--- src/rtl/vx_perf_counter_bank.sv ---
// vx_perf_counter_bank: bank of NUM_CTRS performance counters with snapshot shadows and a read port
//   clk, reset_n       clock, asynchronous active-low reset
//   enable, clear      global count enable, synchronous clear of live counters and ovf
//   inc_valid, inc_amt per-channel increment strobe and amount (channel i at [i*INC_WIDTH +: INC_WIDTH])
//   snap               copy live counters and ovf flags into the shadow registers
//   rd_req_*           read request (valid/ready/addr) addressing a shadowed channel
//   rd_rsp_*           read response (valid/ready/data/ovf), one cycle after acceptance
//   ovf                live sticky overflow flags
module vx_perf_counter_bank #(
  parameter int NUM_CTRS   = 8,
  parameter int CTR_WIDTH  = 44,
  parameter int INC_WIDTH  = 4,
  parameter int SATURATE   = 0,
  parameter int ADDR_WIDTH = (NUM_CTRS > 1) ? $clog2(NUM_CTRS) : 1
) (
  input  logic                          clk,
  input  logic                          reset_n,
  input  logic                          enable,
  input  logic                          clear,
  input  logic [NUM_CTRS-1:0]           inc_valid,
  input  logic [NUM_CTRS*INC_WIDTH-1:0] inc_amt,
  input  logic                          snap,
  input  logic                          rd_req_valid,
  output logic                          rd_req_ready,
  input  logic [ADDR_WIDTH-1:0]         rd_req_addr,
  output logic                          rd_rsp_valid,
  output logic [CTR_WIDTH-1:0]          rd_rsp_data,
  output logic                          rd_rsp_ovf,
  input  logic                          rd_rsp_ready,
  output logic [NUM_CTRS-1:0]           ovf
);
  logic [CTR_WIDTH-1:0] ctr [NUM_CTRS];
  logic [CTR_WIDTH-1:0] shadow [NUM_CTRS];
  logic [NUM_CTRS-1:0]  shadow_ovf;
  logic [CTR_WIDTH:0]   sum [NUM_CTRS];
  logic                 accept;
  logic                 in_range;
  // one extra bit so the carry out of each channel is visible
  always_comb begin
    for (int i = 0; i < NUM_CTRS; i++)
      sum[i] = {1'b0, ctr[i]} + {{(CTR_WIDTH+1-INC_WIDTH){1'b0}}, inc_amt[i*INC_WIDTH +: INC_WIDTH]};
  end
  // snapshot takes pre-edge values, so it naturally excludes a same-cycle increment or clear
  always_ff @(posedge clk or negedge reset_n)
    if (!reset_n) begin
      ctr        <= '{default: '0};
      shadow     <= '{default: '0};
      ovf        <= '0;
      shadow_ovf <= '0;
    end else begin
      if (snap) begin
        shadow     <= ctr;
        shadow_ovf <= ovf;
      end
      for (int i = 0; i < NUM_CTRS; i++)
        if (clear) begin
          ctr[i] <= '0;
          ovf[i] <= 1'b0;
        end else if (enable && inc_valid[i]) begin
          ctr[i] <= (SATURATE != 0 && sum[i][CTR_WIDTH]) ? '1 : sum[i][CTR_WIDTH-1:0];
          ovf[i] <= ovf[i] | sum[i][CTR_WIDTH];
        end
    end
  assign rd_req_ready = ~rd_rsp_valid | rd_rsp_ready;
  assign accept       = rd_req_valid & rd_req_ready;
  assign in_range     = 32'(rd_req_addr) < NUM_CTRS;
  // response registers only load on acceptance, so they stay stable under backpressure
  always_ff @(posedge clk or negedge reset_n)
    if (!reset_n) begin
      rd_rsp_valid <= 1'b0;
      rd_rsp_data  <= '0;
      rd_rsp_ovf   <= 1'b0;
    end else if (accept) begin
      rd_rsp_valid <= 1'b1;
      rd_rsp_data  <= in_range ? shadow[rd_req_addr] : '0;
      rd_rsp_ovf   <= in_range & shadow_ovf[rd_req_addr];
    end else if (rd_rsp_ready) begin
      rd_rsp_valid <= 1'b0;
    end
endmodule

--- config.mk ---
export PLATFORM = sky130hd
export DESIGN_NAME = vx_perf_counter_bank
export DESIGN_NICKNAME = d
export VERILOG_FILES = /design/src/rtl/vx_perf_counter_bank.sv
export SDC_FILE = /design/constraint.sdc
export NUM_CORES = 1
export LEC_CHECK = 0
export ABC_AREA = 1
export CORE_MARGIN = 4
export CORE_UTILIZATION = 51
export DETAILED_ROUTE_END_ITERATION = 7
export DONT_BUFFER_PORTS = 1
export PLACE_DENSITY = 0.66
export SLEW_MARGIN = 20
export SYNTH_ARGS = -nofsm -noshare
export SYNTH_HDL_FRONTEND = slang
export SYNTH_SLANG_ARGS = --single-unit
export TNS_END_PERCENT = 30
--- constraint.sdc ---
create_clock -name clk -period 2.45 [get_ports clk]
set_input_delay 0.49 -clock clk [delete_from_list [all_inputs] [get_ports clk]]
set_output_delay 0.49 -clock clk [all_outputs]
set_load 0.01 [all_outputs]
==> results.md <==
* Commonest cells in the netlist: sky130_fd_sc_hd__nand2_1, sky130_fd_sc_hd__nor2_1, sky130_fd_sc_hd__dfrtp_1, sky130_fd_sc_hd__inv_1, sky130_fd_sc_hd__o21ai_0
* Max Clock Skew at 0.0128 ns
* Die area at 85600 um^2
* Seq/Total Area, Yosys at a little under half
* Number of enable-type register cells in the synthesized netlist at 0
* Final hold violations at between 70 and 80
* Net count after synthesis at 5729
* Outcome: finished, violations left
* Critical Path, Cell by Cell: ha_1 > nand2_1 > nor2_1 > nand2_1 > nand2_1 > nand2_1 > nor3b_1 > nor2_1
* Slack of the worst reg-to-reg path at 0.40 ns
* Largest stage delay, worst path at 0.48 ns
* Clock tree from TritonCTS: yes
* Number of global-route vias before repair at 33886
* Routability cong. at 0.947
* Critical Path AT at 2.56 ns
* Maximum number of pins on one net before global-route repair at 767
* Initial core utilization at roughly 51%
* Number of different library cells in the post-synthesis netlist at 45
* Relative area change from synthesis to final layout at 9.12%
* Area of the multi-input gates at 18500 um^2
* Clk pin slew, worst setup/hold paths at about 0.060 ns
* CTS Buffer Depth at 3
* Worst min-delay path class: in -> async
* Dominant register cell in the synthesized netlist: sky130_fd_sc_hd__dfrtp_1
* I/O pin count at 105
* Drt via density at 5.52
* Violated checks: negative hold slack, max-slew violations
* Final-layout worst hold slack at -0.227 ns
* Max cap viols at 0
* FF+latch count, synth at approximately 770
* Worst reg2reg startpoint: ctr[135]
* Nets at 5653
* Post-synthesis instance area at 41300 um^2
* Antenna violations before repair at 5
* Unrepaired setup endpoints after global routing: no
* Post-placement worst setup slack at 0.366 ns
* Leakage Power at 20.2 nW
* Antenna viol nets, final at 0
* Num rows at 104
* Cell occurring most often along the worst timing path: sky130_fd_sc_hd__nand2_1
* Violation count after the first detailed-route iteration at 3992
* Total global-route track usage at 29.8%
* Actual slew at the worst max-slew pin at 1.52 ns
* Wire length of the first global-routing pass at around 200 mm
* Total setup violations reported at the end of the flow at 0
* Dominant cell type by area after synthesis: sky130_fd_sc_hd__dfrtp_1
* Power per cell area at 626 nW/um^2
* Port Buffer Count at 0
* Die width at 293 um
* Overflow left after global routing at 0
* Number of gates resized after CTS at 0
* Timing-limited maximum frequency at 0.487 GHz
* Synthesized instance count at 5639
* Final-report max-slew violation count at 58
* Kind of critical path: reg -> reg
* Top delay family on crit path: simple AND/OR/NAND/NOR gates
* TritonCTS sink count at approximately 770
* Standard cell core area at 80400 um^2
* First drt pass iteration count at 5
* Buffer count from post-CTS setup fixing at 0
* Synth Warn # at 0
* Share of flip-flops with an asynchronous set or reset after synthesis at 100%
* Number of filler instances in the final layout at about 7700
* Most numerous cell in the Yosys netlist: sky130_fd_sc_hd__nand2_1
* CTS HTree Levels at 3
* Placed wire-length estimate after detailed placement at 91.7 mm
* Remaining routing DRC violations at 0
* Share of the clock period used by the worst path after layout at a little over four fifths
* Total number of vias at 36930
* Area share of the largest cell type after synthesis at 46.4%
* Die boundary height at 293 um
* Layout cells sized above 1 at approximately 5.5%
* Data required time of the worst path at just under 3 ns
* Worst reg2reg path depth at 8
* Cts hold-fix bufs at 5
* Clock buffer count from CTS at 87
* Dominant cells by area after synthesis: sky130_fd_sc_hd__dfrtp_1, sky130_fd_sc_hd__nand2_1, sky130_fd_sc_hd__nor2_1
* Setup WS post-layout at 0.398 ns
* Sequential cell area at 19200 um^2
* Kind of end point of the critical path: register
* Critical path's slowest cell: sky130_fd_sc_hd__dfrtp_1
* Remaining max-slew budget at the tightest pin at -1.55%
* Syn_area_per_cell at 7.32 um^2
* CP max FO at 11
* Aggregate negative setup slack at 0 ns
* Final wirelength at ~130 mm
* Worst ir drop on vdd at 0.000470 V
* End of the worst register-to-register path: ctr[147]
* Startpoint type of the worst setup path: register
* Worst-Skew Late Latency at approximately 0.64 ns
* Number of buffers and inverters on the critical path at 0
* Detail-routed net length per standard cell at 19.5 um
* Period minus WS final at 2.05 ns
* Clock root buffer: sky130_fd_sc_hd__clkbuf_16
-- where the power goes --
part	internal (W)	total (W)	switching, W	leakage, nW
combinational	0.000529	0.00171	0.00118	8.38
sequential	0.0130	0.0133	0.000318	10.4
clock	0.00783	0.0132	0.00534	1.39
total	0.0214	0.0282	0.00684	20.2
-- cell families (layout without fill, tap and decap cells) --
kind of cell / after synthesis / in the layout / synth area share (%)
adder cells (fa/ha/maj): 40 / 40 / 1.36
flip-flops: 766 / 766 / 46.4
AND/OR/NAND/NOR: 2877 / 2877 / 29.3
multiplexers: 58 / 58 / 1.58
buffers and inverters: 943 / 931 / 8.89
XOR/XNOR: 16 / 16 / 0.339
AO/OA/AOI/OAI: 939 / 939 / 12.1
other: 0 / 1 / 0
-- flip-flops by register name, indices dropped and copies added, names as in the netlist --
signal,cells
ctr,352
ovf,8
rd_rsp_data,44
rd_rsp_ovf,1
rd_rsp_valid,1
shadow,352
shadow_ovf,8
-- worst max path at each step --
stage / startpoint / endpoint / slack (ns) / depth (start not counted)
after floorplan: inc_amt[0] / ctr[326] / 0.54 / 10
after detailed placement: inc_amt[10] / ctr[235] / 0.37 / 8
after global routing: ctr[135] / ctr[139] / 0.22 / 8
after global placement: inc_amt[10] / ctr[235] / 0.41 / 8
final: ctr[135] / ctr[147] / 0.40 / 8
after CTS: ctr[222] / ctr[235] / 0.44 / 8
-- cell usage in the layout, fill, tap and decap left out, types with 13 or more instances in the layout --
cell	count
sky130_fd_sc_hd__nand2_1	1295
sky130_fd_sc_hd__nor2_1	899
sky130_fd_sc_hd__dfrtp_1	766
sky130_fd_sc_hd__inv_1	720
sky130_fd_sc_hd__o21ai_0	449
sky130_fd_sc_hd__nand3_1	380
sky130_fd_sc_hd__a21oi_1	360
sky130_fd_sc_hd__nand4_1	113
sky130_fd_sc_hd__clkbuf_16	91
sky130_fd_sc_hd__o211ai_1	90
sky130_fd_sc_hd__nor3_1	77
sky130_fd_sc_hd__mux2_2	58
sky130_fd_sc_hd__ha_1	32
sky130_fd_sc_hd__nor2_2	29
sky130_fd_sc_hd__clkbuf_1	27
sky130_fd_sc_hd__buf_4	24
sky130_fd_sc_hd__nor3b_1	17
sky130_fd_sc_hd__clkbuf_8	17
sky130_fd_sc_hd__inv_2	16
sky130_fd_sc_hd__nand3b_1	15
sky130_fd_sc_hd__a31oi_1	15
sky130_fd_sc_hd__xnor2_1	14
sky130_fd_sc_hd__and2_1	13
-- final cells by class --
cell class                      count  area share [%]
Antenna cell                        1         0.00555
Inverter                          740            6.19
Tap cell                         1060            2.94
Timing Repair Buffer               38            1.02
Clock inverter                     18           0.530
Multi-Input combinational cell   3930            41.0
Clock buffer                      135            5.80
Sequential cell                   766            42.5
-- stage by stage --
step	instance area [um^2]	total power (W)	utilization [%]	cells	hold slack, ns
after floorplan	41300	0.0146	-	5639	0.194
after global placement	42000	0.0149	52.2	6523	0.259
after detailed placement	42000	0.0149	52.2	6523	0.254
after CTS	44900	0.0281	55.9	6681	-0.429
after global routing	45100	0.0291	56.0	6687	-0.215
final	45100	0.0282	56.0	6688	-0.227
-- layer usage --
| layer | share of wire [%] | up-vias | track usage, % |
|---|---|---|---|
| li1 | - | 17944 | - |
| met1 | 45 | 17516 | 44.6 |
| met2 | 42 | 1256 | 43.3 |
| met3 | 8.5 | 208 | 6.03 |
| met4 | 3.5 | 6 | 9.99 |
| met5 | 0.16 | - | 1.44 |
Power figures use the tool's default switching activity.
